## config.mk

```make
export PLATFORM = sky130hd
export DESIGN_NAME = gpio_serial_loader
export DESIGN_NICKNAME = d
export VERILOG_FILES = /design/src/rtl/gpio_cfg_pkg.sv /design/src/rtl/gpio_serial_clkgen.sv /design/src/rtl/gpio_serial_loader.sv
export SDC_FILE = /design/constraint.sdc
export NUM_CORES = 1
export LEC_CHECK = 0
export BUFFER_PORTS_ARGS = -buffer_cell sky130_fd_sc_hd__buf_2
export CORE_ASPECT_RATIO = 1.25
export CORE_MARGIN = 2
export CORE_UTILIZATION = 30
export DETAILED_ROUTE_END_ITERATION = 10
export GPL_TIMING_DRIVEN = 0
export PLACE_DENSITY = 0.5
export REMOVE_ABC_BUFFERS = 1
export SYNTH_ARGS = -nofsm -noshare
export SYNTH_HDL_FRONTEND = slang
export SYNTH_SLANG_ARGS = --single-unit
```

## constraint.sdc

```tcl
create_clock -name wb_clk_i -period 9.2 [get_ports wb_clk_i]
set_input_delay 1.38 -clock wb_clk_i [delete_from_list [all_inputs] [get_ports wb_clk_i]]
set_output_delay 1.38 -clock wb_clk_i [all_outputs]
set_load 0.03 [all_outputs]
```

## src/rtl/gpio_cfg_pkg.sv

```systemverilog
// Shared definitions for the GPIO configuration serial loader:
// default geometry, config-word bit layout and loader FSM states.
package gpio_cfg_pkg;

  localparam int unsigned CFG_WIDTH_DEF     = 13;
  localparam int unsigned NUM_PER_CHAIN_DEF = 19;

  // Bit positions inside one per-GPIO configuration word
  localparam int unsigned BIT_MGMT_ENA    = 0;
  localparam int unsigned BIT_OUTENB      = 1;
  localparam int unsigned BIT_HOLDOVER    = 2;
  localparam int unsigned BIT_INP_DIS     = 3;
  localparam int unsigned BIT_IB_MODE_SEL = 4;
  localparam int unsigned BIT_ANALOG_EN   = 5;
  localparam int unsigned BIT_ANALOG_SEL  = 6;
  localparam int unsigned BIT_ANALOG_POL  = 7;
  localparam int unsigned BIT_SLOW_SEL    = 8;
  localparam int unsigned BIT_VTRIP_SEL   = 9;
  localparam int unsigned BIT_DM_LSB      = 10;
  localparam int unsigned DM_WIDTH        = 3;

  typedef struct packed {
    logic [DM_WIDTH-1:0] dm;
    logic                vtrip_sel;
    logic                slow_sel;
    logic                analog_pol;
    logic                analog_sel;
    logic                analog_en;
    logic                ib_mode_sel;
    logic                inp_dis;
    logic                holdover;
    logic                outenb;
    logic                mgmt_ena;
  } gpio_cfg_word_t;

  typedef enum logic [2:0] {
    ST_IDLE,
    ST_SHIFT_LO,
    ST_SHIFT_HI,
    ST_LOAD_SETTLE,
    ST_LOAD,
    ST_DONE
  } loader_state_e;

endpackage

```

## src/rtl/gpio_serial_clkgen.sv

```systemverilog
// Half-period timer: ticks phase_end_c_o on the last system cycle of each
// CLK_DIV-cycle phase while enabled; idles at zero otherwise.
module gpio_serial_clkgen #(
  parameter int unsigned CLK_DIV = 1
) (
  input  logic clk,
  input  logic rst_n,
  input  logic en_i,
  output logic phase_end_c_o
);

  localparam int unsigned CNT_W = $clog2(CLK_DIV + 1);
  localparam logic [CNT_W-1:0] CNT_LAST = CNT_W'(CLK_DIV - 1);

  logic [CNT_W-1:0] cnt_q, cnt_d;

  assign phase_end_c_o = en_i && (cnt_q == CNT_LAST);

  always_comb begin
    cnt_d = '0;
    if (en_i && !phase_end_c_o) begin
      cnt_d = cnt_q + CNT_W'(1);
    end
  end

  always_ff @(posedge clk or negedge rst_n) begin
    if (!rst_n) begin
      cnt_q <= '0;
    end else begin
      cnt_q <= cnt_d;
    end
  end

endmodule

```

## src/rtl/gpio_serial_loader.sv

```systemverilog
// Snapshots the packed GPIO configuration and shifts it into the two
// gpio_control_block chains in lockstep, then pulses the parallel load.
module gpio_serial_loader
  import gpio_cfg_pkg::*;
#(
  parameter int unsigned NUM_PER_CHAIN = NUM_PER_CHAIN_DEF,
  parameter int unsigned CFG_WIDTH     = CFG_WIDTH_DEF,
  parameter int unsigned CLK_DIV       = 1
) (
  input  logic                                 wb_clk_i,
  input  logic                                 wb_rstn_i,
  input  logic [2*NUM_PER_CHAIN*CFG_WIDTH-1:0] gpio_cfg,
  input  logic                                 xfer_start,
  output logic                                 busy,
  output logic                                 done,
  output logic                                 serial_clock,
  output logic                                 serial_load,
  output logic                                 serial_data_1,
  output logic                                 serial_data_2
);

  localparam int unsigned TOTAL_W = 2 * NUM_PER_CHAIN * CFG_WIDTH;
  localparam int unsigned IDX_W   = $clog2(TOTAL_W);
  localparam int unsigned BIT_W   = $clog2(CFG_WIDTH);
  localparam int unsigned GPIO_W  = $clog2(NUM_PER_CHAIN);
  localparam logic [BIT_W-1:0]  BIT_LAST  = BIT_W'(CFG_WIDTH - 1);
  localparam logic [GPIO_W-1:0] GPIO_LAST = GPIO_W'(NUM_PER_CHAIN - 1);

  loader_state_e      state_q, state_d;
  logic [TOTAL_W-1:0] snap_q, snap_d;
  logic [BIT_W-1:0]   bit_q, bit_d;
  logic [GPIO_W-1:0]  gpio_q, gpio_d;
  logic               busy_q, busy_d;
  logic               done_q, done_d;
  logic               sclk_q, sclk_d;
  logic               load_q, load_d;
  logic               sd1_q, sd1_d;
  logic               sd2_q, sd2_d;
  logic               phase_end_c;
  logic               shifting_c;
  int unsigned        bit_pos, idx1, idx2;

  // busy_q is high exactly in the timed states, so it gates the phase timer
  gpio_serial_clkgen #(
    .CLK_DIV (CLK_DIV)
  ) u_clkgen (
    .clk           (wb_clk_i),
    .rst_n         (wb_rstn_i),
    .en_i          (busy_q),
    .phase_end_c_o (phase_end_c)
  );

  always_comb begin
    state_d = state_q;
    snap_d  = snap_q;
    bit_d   = bit_q;
    gpio_d  = gpio_q;

    unique case (state_q)
      ST_IDLE: begin
        if (xfer_start) begin
          snap_d  = gpio_cfg;
          bit_d   = '0;
          gpio_d  = '0;
          state_d = ST_SHIFT_LO;
        end
      end
      ST_SHIFT_LO: begin
        if (phase_end_c) state_d = ST_SHIFT_HI;
      end
      ST_SHIFT_HI: begin
        if (phase_end_c) begin
          state_d = ST_SHIFT_LO;
          if (bit_q == BIT_LAST) begin
            bit_d = '0;
            if (gpio_q == GPIO_LAST) begin
              gpio_d  = '0;
              state_d = ST_LOAD_SETTLE;
            end else begin
              gpio_d = gpio_q + GPIO_W'(1);
            end
          end else begin
            bit_d = bit_q + BIT_W'(1);
          end
        end
      end
      ST_LOAD_SETTLE: begin
        if (phase_end_c) state_d = ST_LOAD;
      end
      ST_LOAD: begin
        if (phase_end_c) state_d = ST_DONE;
      end
      ST_DONE: begin
        state_d = ST_IDLE;
      end
      default: begin
        state_d = ST_IDLE;
      end
    endcase

    // Chain 1 walks GPIO N-1..0, chain 2 walks GPIO N..2N-1, MSB first
    bit_pos    = CFG_WIDTH - 1 - 32'(bit_d);
    idx1       = CFG_WIDTH * (NUM_PER_CHAIN - 1 - 32'(gpio_d)) + bit_pos;
    idx2       = CFG_WIDTH * (NUM_PER_CHAIN + 32'(gpio_d)) + bit_pos;
    shifting_c = (state_d == ST_SHIFT_LO) || (state_d == ST_SHIFT_HI);

    busy_d = shifting_c || (state_d == ST_LOAD_SETTLE) || (state_d == ST_LOAD);
    done_d = (state_d == ST_DONE);
    sclk_d = (state_d == ST_SHIFT_HI);
    load_d = (state_d == ST_LOAD);
    sd1_d  = shifting_c && snap_d[IDX_W'(idx1)];
    sd2_d  = shifting_c && snap_d[IDX_W'(idx2)];
  end

  always_ff @(posedge wb_clk_i or negedge wb_rstn_i) begin
    if (!wb_rstn_i) begin
      state_q <= ST_IDLE;
      snap_q  <= '0;
      bit_q   <= '0;
      gpio_q  <= '0;
      busy_q  <= 1'b0;
      done_q  <= 1'b0;
      sclk_q  <= 1'b0;
      load_q  <= 1'b0;
      sd1_q   <= 1'b0;
      sd2_q   <= 1'b0;
    end else begin
      state_q <= state_d;
      snap_q  <= snap_d;
      bit_q   <= bit_d;
      gpio_q  <= gpio_d;
      busy_q  <= busy_d;
      done_q  <= done_d;
      sclk_q  <= sclk_d;
      load_q  <= load_d;
      sd1_q   <= sd1_d;
      sd2_q   <= sd2_d;
    end
  end

  assign busy          = busy_q;
  assign done          = done_q;
  assign serial_clock  = sclk_q;
  assign serial_load   = load_q;
  assign serial_data_1 = sd1_q;
  assign serial_data_2 = sd2_q;

endmodule

```

==> results.md, run 1 <==
- The number of nets with antenna violations after routing is 0.
- Measured in cells, the most critical reg-to-reg path has a length of 19.
- Prior to clock tree synthesis, the placed netlist has a worst setup slack of -501 ps.
- The clock edge transition at the registers on the reported setup and hold paths is 60 ps.
- Together, buffers and inverters on the worst path number 2.
- The number of storage elements in the synthesis netlist is 513.
- A synthesized cell averages 10.2 um^2.
- The number of max-slew violations in the final report is 14.
- The number of clock buffers added by TritonCTS is 58.
- The smallest clock period supported by the final layout is computed as 8940 ps.
- After the last flow step, the layout net total stands at 3916.
- The total routed wirelength is 144 mm.
- The root buffer cell chosen for the clock tree is sky130_fd_sc_hd__clkbuf_16.
- The die covers 0.101 mm^2.
- The element type at the critical path start is an input port.
- The number of enable-type register cells in the synthesized netlist is 0.
- After global routing, the most crowded layer is met2.
- The buffers inserted during post-CTS setup optimization is 0.
- The total global routing overflow is 0.
- The worst pin sits at a relative slew slack of -3.34%.
- Once routing completed, OpenROAD measured the worst setup slack at 257 ps.
- The via count of the first global-routing pass came to 26125.
- From synthesis to final layout, the design area changed by 22.8%.
- STA puts the critical path data required time at 9700 ps.
- The flow ran to the end, but the final reports show violations.
- In this run the critical register-to-register path is launched from state_q[2]$_DFF_PN0_.
- The fraction of layout cells with a size suffix above 1 is 29.6%.
- The clock sink count is 513.
- From left edge to right edge, the die measures 285 um.
- Summed over all instances, the cell type with the most area after synthesis is sky130_fd_sc_hd__dfrtp_1.
- In this run the tool buffered the top-level ports with 502 buffer cells.
- The global routing met2 resource utilization is 44.9%.
- The via count normalized by instance count is 5.56.
- The maximum number of pins on one net before global-route repair is 114.
- The cell class contributing the biggest share of worst-path delay is compound AO/OA/AOI/OAI gates.
- The beginning of the worst hold path is snap_q[423]$_DFF_PN0_.
- The average detailed-routed wire length per instance is 30.6 um.
- For this run, the top clock speed supported by timing is 112 MHz.
- The vias after detailed routing is 26193.
- Across every metal layer, demand over resource in global routing totals 27.7%.
- STA classifies the critical path endpoint as a flip-flop.
- Data arrives at the worst endpoint at 9440 ps.
- The cell area that synthesis handed to floorplanning was 0.0296 mm^2.
- The checks that failed: capacitance limit, slew limit.
- The floorplan has 128 rows.
- The dominant cell type by count on the critical path is sky130_fd_sc_hd__ha_1.
- In this run, distinct cell masters in the synthesized netlist total 92.
- The TritonCTS clock tree is built.
- The category of the critical setup timing path is input port to flip-flop.
- The critical path starts at xfer_start.
- The insertion delay to the later sink of the worst-skew pair is 680 ps.
- The first routing iteration left 2623 violations.
- Sequential elements use 43.3% of the synthesized area.
- For this run, the slowest stage of the critical path takes 940 ps.
- Counting flops with an async set or reset pin after synthesis yields a share of 100%.
- Clock skew on the completed layout was measured at 37.5 ps.
- The initial antenna violation count is 19.
- The clock passes through at most 3 buffers.
- The met1 routing resource usage after global routing is 35.8%.
- Among all stages on the critical path, the largest delay is contributed by sky130_fd_sc_hd__ha_4.
- The cell depth of the worst hold path is 2.
- The congestion estimate from routability-driven global placement came to 0.850.
- The signal on the critical path passes through buf_2, o21ai_0, nand2b_1, a21oi_1, inv_1, ha_1, xor2_1, ha_1, ha_1, ha_1, ha_4, nand2_1, o211ai_1, o32ai_1, a2111oi_1, o21ai_1, o311ai_0, o311ai_0, a41o_1.
- The first global-routing pass estimated 199 mm of wire.
- The worst hold path class is flip-flop to flip-flop.
- The worst register-to-register path ends at serial_data_1$_DFF_PN0_.
- Once placement completed, the tool counted placed cells totaling 4596.
- The worst register-to-register path has a setup slack of 440 ps.
- The post-synthesis instance total is 2895.
- Yosys printed 0 warnings.
- In this run the number of H-tree levels came out at 2.
- The path with the worst hold slack has its endpoint at snap_q[423]$_DFF_PN0_.
- The worst hold slack across all endpoints is 493 ps.
- Ranked by total cell area, the synthesized netlist is headed by sky130_fd_sc_hd__dfrtp_1 (43%), sky130_fd_sc_hd__mux2_2 (8.0%), sky130_fd_sc_hd__mux2i_1 (7.8%).
- The die height is 355 um.
- The fraction of post-synthesis cell area in the top cell type by area is 43.3%.
- Once detailed placement completed, the half-perimeter wirelength came to 105 mm.
- At the pin with the least slew margin, the transition time is 1550 ps.
- Setup violations remaining at the end of the flow were counted as 0.
- The count of final hold-check violations came to 0.
- The number of design rule violations left after detail routing is 0.
- The maximum fanout along the worst path is 46.
- The met3 routing resource usage after global routing is 4.81%.
- The count of boundary I/O pins is 503.
- Setup repair after global routing left no endpoint under its margin.
- Of the available clock period, the critical path in the final layout requires 97.2%.
- In the synthesized netlist the dominant register cell turns out to be sky130_fd_sc_hd__dfrtp_1.
- The area inside the core boundary is 0.0977 mm^2.
- The effective utilization at floorplan is 30.3%.
- For this run, the number of standard cells in the final layout without fillers is 4707.
- The first-pass detailed-route iteration total is 8.
- The number of max-cap violations is 2.
-- stage by stage --
stage	utilization, %	cell area [um^2]	TNS [ps]
6_report	37.2	36400	0
5_1_grt	37.2	36400	0
4_1_cts	37.2	36300	0
3_5_place_dp	35.1	34300	-501
3_3_place_gp	33.2	32500	-
2_1_floorplan	-	28300	-6181340
-- flip-flops by register name (all words and copies together), names as in the netlist --
name	flops
busy	1
state_q	3
serial_load	1
serial_clock	1
gpio_q	5
snap_q	494
u_clkgen.cnt_q	1
done	1
serial_data_2	1
bit_q	4
serial_data_1	1
-- layout make-up --
class                   count  area, um^2
diodes                      6        15.0
clock buffers              81        1670
clock inverters            24         392
fillers                  9813       61300
inverters                 277        1050
multi-input cells        1912       14700
flip-flops and latches    513       12800
well taps                1300        1630
repair buffers            594        4080
-- placed cells by master, fill, tap and decap left out, types with 17 or more instances in the layout --
master,synthesis,routed
sky130_fd_sc_hd__buf_16,0,21
sky130_fd_sc_hd__mux2_2,210,210
sky130_fd_sc_hd__xnor2_1,23,17
sky130_fd_sc_hd__o2111ai_1,27,27
sky130_fd_sc_hd__o221ai_1,33,33
sky130_fd_sc_hd__o21ai_0,80,80
sky130_fd_sc_hd__nand4_1,17,17
sky130_fd_sc_hd__a22oi_1,43,43
sky130_fd_sc_hd__a211oi_1,30,30
sky130_fd_sc_hd__buf_6,28,33
sky130_fd_sc_hd__nor2_1,156,143
sky130_fd_sc_hd__mux4_2,43,43
sky130_fd_sc_hd__o22ai_1,146,146
sky130_fd_sc_hd__buf_8,11,32
sky130_fd_sc_hd__buf_2,20,501
sky130_fd_sc_hd__nor3_1,28,28
sky130_fd_sc_hd__clkbuf_16,0,59
sky130_fd_sc_hd__ha_1,45,41
sky130_fd_sc_hd__o211ai_1,35,35
sky130_fd_sc_hd__a21oi_1,89,89
sky130_fd_sc_hd__nand2_1,351,347
sky130_fd_sc_hd__a221oi_1,23,23
sky130_fd_sc_hd__mux2i_1,232,232
sky130_fd_sc_hd__inv_1,275,272
sky130_fd_sc_hd__nand3_1,28,28
sky130_fd_sc_hd__dfrtp_1,513,513
-- cell usage after synthesis (all sizes together) (17+ instances only) --
cell / n
mux2: 210
a221oi: 23
o221ai: 33
ha: 45
nand3: 28
nor3: 28
buf: 89
nor2: 156
a22oi: 43
nand2: 351
xnor2: 23
o2111ai: 27
mux4: 46
nand2b: 18
a21oi: 89
o22ai: 146
clkbuf: 103
nand4: 17
o21ai: 85
fa: 18
a211oi: 30
dfrtp: 513
mux2i: 232
inv: 276
o211ai: 35
-- routing by layer --
| layer | vias to the layer above | share of wire, % |
|---|---|---|
| met5 | - | 0.061 |
| met4 | 14 | 5.6 |
| met3 | 344 | 7.3 |
| met2 | 1389 | 46 |
| met1 | 13092 | 41 |
| li1 | 11354 | - |
-- timing repair --
item / CTS / global route
hold buffers: 0 / 0
endpoints found under the hold margin: 0 / 0
gates resized for setup: 0 / 4
setup endpoints to repair: 0 / 1
-- how the worst max path moves through the flow --
stage	endpoint	slack (ps)	cells past startpoint
floorplan	serial_data_2$_DFF_PN0_	-15130	9
global placement	serial_data_2$_DFF_PN0_	-28220	9
detailed placement	serial_data_1$_DFF_PN0_	-500	24
CTS	serial_data_1$_DFF_PN0_	160	24
global route	serial_data_1$_DFF_PN0_	90	19
finish	serial_data_1$_DFF_PN0_	260	19
-- kinds of logic after synthesis --
group | after synthesis | share of synthesized area (%)
adder cells (fa/ha/maj) | 63 | 3.12
buffers and inverters | 470 | 7.93
AO/OA/AOI/OAI | 649 | 15.3
multiplexers | 488 | 19.4
flip-flops | 513 | 43.3
other | 1 | 0.0127
AND/OR/NAND/NOR | 675 | 9.92
XOR/XNOR | 36 | 1.06
-- worst reg2reg max path, cell delays in order, from the launching register on --
cell                        delay (ps)
sky130_fd_sc_hd__dfrtp_1           540
sky130_fd_sc_hd__nor2_1            140
sky130_fd_sc_hd__o21ai_0           290
sky130_fd_sc_hd__nand2b_1          280
sky130_fd_sc_hd__a21oi_1           550
sky130_fd_sc_hd__inv_1             300
sky130_fd_sc_hd__ha_1              310
sky130_fd_sc_hd__xor2_1            320
sky130_fd_sc_hd__ha_1              300
sky130_fd_sc_hd__ha_1              290
sky130_fd_sc_hd__ha_1              310
sky130_fd_sc_hd__ha_4              940
sky130_fd_sc_hd__nand2_1           930
sky130_fd_sc_hd__o211ai_1          540
sky130_fd_sc_hd__o32ai_1           150
sky130_fd_sc_hd__a2111oi_1         890
sky130_fd_sc_hd__o21ai_1           300
sky130_fd_sc_hd__o311ai_0          350
sky130_fd_sc_hd__o311ai_0          460
sky130_fd_sc_hd__a41o_1            410
Power of run 1 is not shown: default switching activity piles up to over one toggle a cycle in this logic, so the estimate is an artifact.
==> inputs of run 2 (changes only) <==
- CTS_CLUSTER_SIZE: unset -> 16
- clock period: 9.2 -> 9.9 ns (I/O delays scaled with it)
==> run 2 against run 1 <==
Compared with the run above:
- the flow still finishes with violations (capacitance limit, slew limit)
- worst setup slack gained 270 ps
- cell area fell by 0.12%
- first-iteration DRC count is 1.2% higher
- register-to-register slack improved by 380 ps
- non-clock buffer count unchanged
- final cell count about the same
- sequential cell count stayed put
- critical path depth is the same
- die area is the same
- count of clock-buffer cells in the layout down 2
- global-route usage is essentially flat
==> results.md, run 2 (synthesis results as in run 1) <==
- Detailed routing inserted a total of 26155 vias.
- The level count of the clock H-tree is 2.
- The TritonCTS clock tree is built.
- The largest registers in the layout are snap_q (494), gpio_q (5), bit_q (4).
- The worst setup path is captured at a flip-flop.
- The buffer type at the clock tree root is sky130_fd_sc_hd__clkbuf_16.
- snap_q holds more flip-flops than any other register.
- STA puts the critical path data arrival time at 9870 ps.
- The number of nets with antenna violations after routing is 0.
- The initial antenna violation count was 19.
- Buffers inserted to repair hold after CTS numbered 0.
- At the end of the flow, the number of nets in the layout was 3916.
- The total routing resource utilization after global routing is 27.7%.
- The register with the most flip-flops in the layout has 494 of them.
- The floorplan step set the die height to 355 um.
- The number of CTS-inserted buffers is 58.
- The post-DP HPWL is 105 mm.
- The run finished, with violations left.
- In the routed design, unresolved DRC markers number 0.
- The count of final hold-check violations is 0.
- The area of the die is 0.101 mm^2.
- The part of the cycle the worst path needs is 94.7%.
- The number of placed instances, taps included is 4596.
- The via count normalized by instance count is 5.56.
- The element type at the critical path start is an input port.
- The critical path is of the input port to flip-flop type.
- The remaining max-slew budget at the tightest pin is -3.04%.
- The area inside the core boundary is 0.0977 mm^2.
- The clock net in this run drives a total of 513 sinks.
- The floorplan has 128 rows.
- The worst register-to-register path has a depth of 19.
- After clock tree synthesis, the clock-pin slew on the worst setup and hold paths is 60 ps.
- The maximum clock frequency is 107 MHz.
- From synthesis to final layout, the design area changed by 22.6%.
- The transition time at the pin with the least slew margin is 1540 ps.
- The first routing iteration left 2654 violations.
- The first detailed-routing pass ran for 9 iterations.
- The library cells used most frequently in the layout, excluding fill and tap cells, are sky130_fd_sc_hd__dfrtp_1 (513), sky130_fd_sc_hd__buf_2 (501), sky130_fd_sc_hd__nand2_1 (348).
- The number of max-slew violations in the final report is 34.
- The number of buffers on the longest clock path is 3.
- The via count of the first global-routing pass came to 26157.
- The effective utilization at floorplan is 30.3%.
- The worst clock skew is 27.0 ps.
- The first-pass GRT wire length is 200 mm.
- The number of gates resized after CTS was 0.
- Port buffering added 502 buffers.
- Entering global routing, the biggest net connects 114 pins.
- The most common library cell in the layout ignoring fill and taps is sky130_fd_sc_hd__dfrtp_1.
- The buffers inserted during post-CTS setup optimization is 0.
- STA puts the critical path data required time at 10400 ps.
- The cell depth of the worst hold path is 2.
- Measured along the x axis, the die boundary spans 285 um.
- After detailed placement, the total cell area comes to 0.0343 mm^2.
- The final period demand of the worst path is 9380 ps.
- In this run the worst path has a maximum fanout of 46.
- After routing the design area is 0.0363 mm^2.
- Cells with a size suffix above 1 make up 29.5% of the layout.
- For this run the aggregate overflow at the end of global routing stands at 0.
- The average detailed-routed wire length per instance is 30.6 um.
- Setup violations remaining at the end of the flow were counted as 0.
- Setup repair after global routing left no endpoint under its margin.
- The final non-filler cell total is 4706.
- The total routed wirelength is 144 mm.
- The count of boundary I/O pins is 503.
- The layout filler cell count is 9811.
- The congestion estimate from routability-driven global placement came to 0.850.
- The insertion delay to the later sink of the worst-skew pair is 660 ps.
- Across the run, the number of max-cap violations was 3.
- Cells fill 37.2% of the core in the end.
- The worst hold path belongs to the class flip-flop to flip-flop.
- The worst hold slack across all endpoints is 493 ps.
- The final reports fail on capacitance limit, slew limit.
run 2: per-stage QoR:
stage | setup TNS (ps) | setup WS, ps
final | 0 | 523
after global routing | 0 | 309
after CTS | 0 | 756
after detailed placement | 0 | 94.0
after global placement | - | -27620
after floorplan | -5884440 | -14540
run 2: cell type report:
class                           count  area (um^2)  share of cell area, %
Antenna cell                        5         12.5                 0.0344
Clock buffer                       79         1640                   4.52
Clock inverter                     26          399                   1.10
Inverter                          277         1050                   2.88
Multi-Input combinational cell   1912        14700                   40.4
Sequential cell                   513        12800                   35.3
Tap cell                         1300         1630                   4.48
Timing Repair Buffer              594         4080                   11.2
run 2: routing by layer:
metal / track usage [%] / vias up / wire, um
met4: 13.8 / 16 / 7960
met5: 0 / - / 97
met1: 35.8 / 13179 / 59500
met2: 44.8 / 1282 / 66300
met3: 4.81 / 327 / 10100
li1: - / 11351 / -
run 2: worst paths after layout:
check                                       from                      end  slack (ps)
setup / recovery                      xfer_start  serial_data_1$_DFF_PN0_         520
hold / removal             snap_q[423]$_DFF_PN0_    snap_q[423]$_DFF_PN0_         490
setup reg to reg            state_q[2]$_DFF_PN0_  serial_data_1$_DFF_PN0_         820
hold reg to reg            snap_q[423]$_DFF_PN0_    snap_q[423]$_DFF_PN0_         490
max in group asynchronous              wb_rstn_i     snap_q[46]$_DFF_PN0_        7340
min in group asynchronous              wb_rstn_i    snap_q[419]$_DFF_PN0_         760
run 2: worst max-delay path, cell delays in order:
cell	delay [ps]
sky130_fd_sc_hd__buf_2	120
sky130_fd_sc_hd__o21ai_0	300
sky130_fd_sc_hd__nand2b_1	280
sky130_fd_sc_hd__a21oi_1	570
sky130_fd_sc_hd__inv_1	300
sky130_fd_sc_hd__ha_1	310
sky130_fd_sc_hd__xor2_1	320
sky130_fd_sc_hd__ha_1	300
sky130_fd_sc_hd__ha_1	290
sky130_fd_sc_hd__ha_1	310
sky130_fd_sc_hd__ha_4	950
sky130_fd_sc_hd__nand2_1	910
sky130_fd_sc_hd__o211ai_1	520
sky130_fd_sc_hd__o32ai_1	150
sky130_fd_sc_hd__a2111oi_0	1110
sky130_fd_sc_hd__o21ai_1	330
sky130_fd_sc_hd__o311ai_0	380
sky130_fd_sc_hd__o311ai_0	460
sky130_fd_sc_hd__a41o_1	420
Power of run 2 is left out for the same reason.
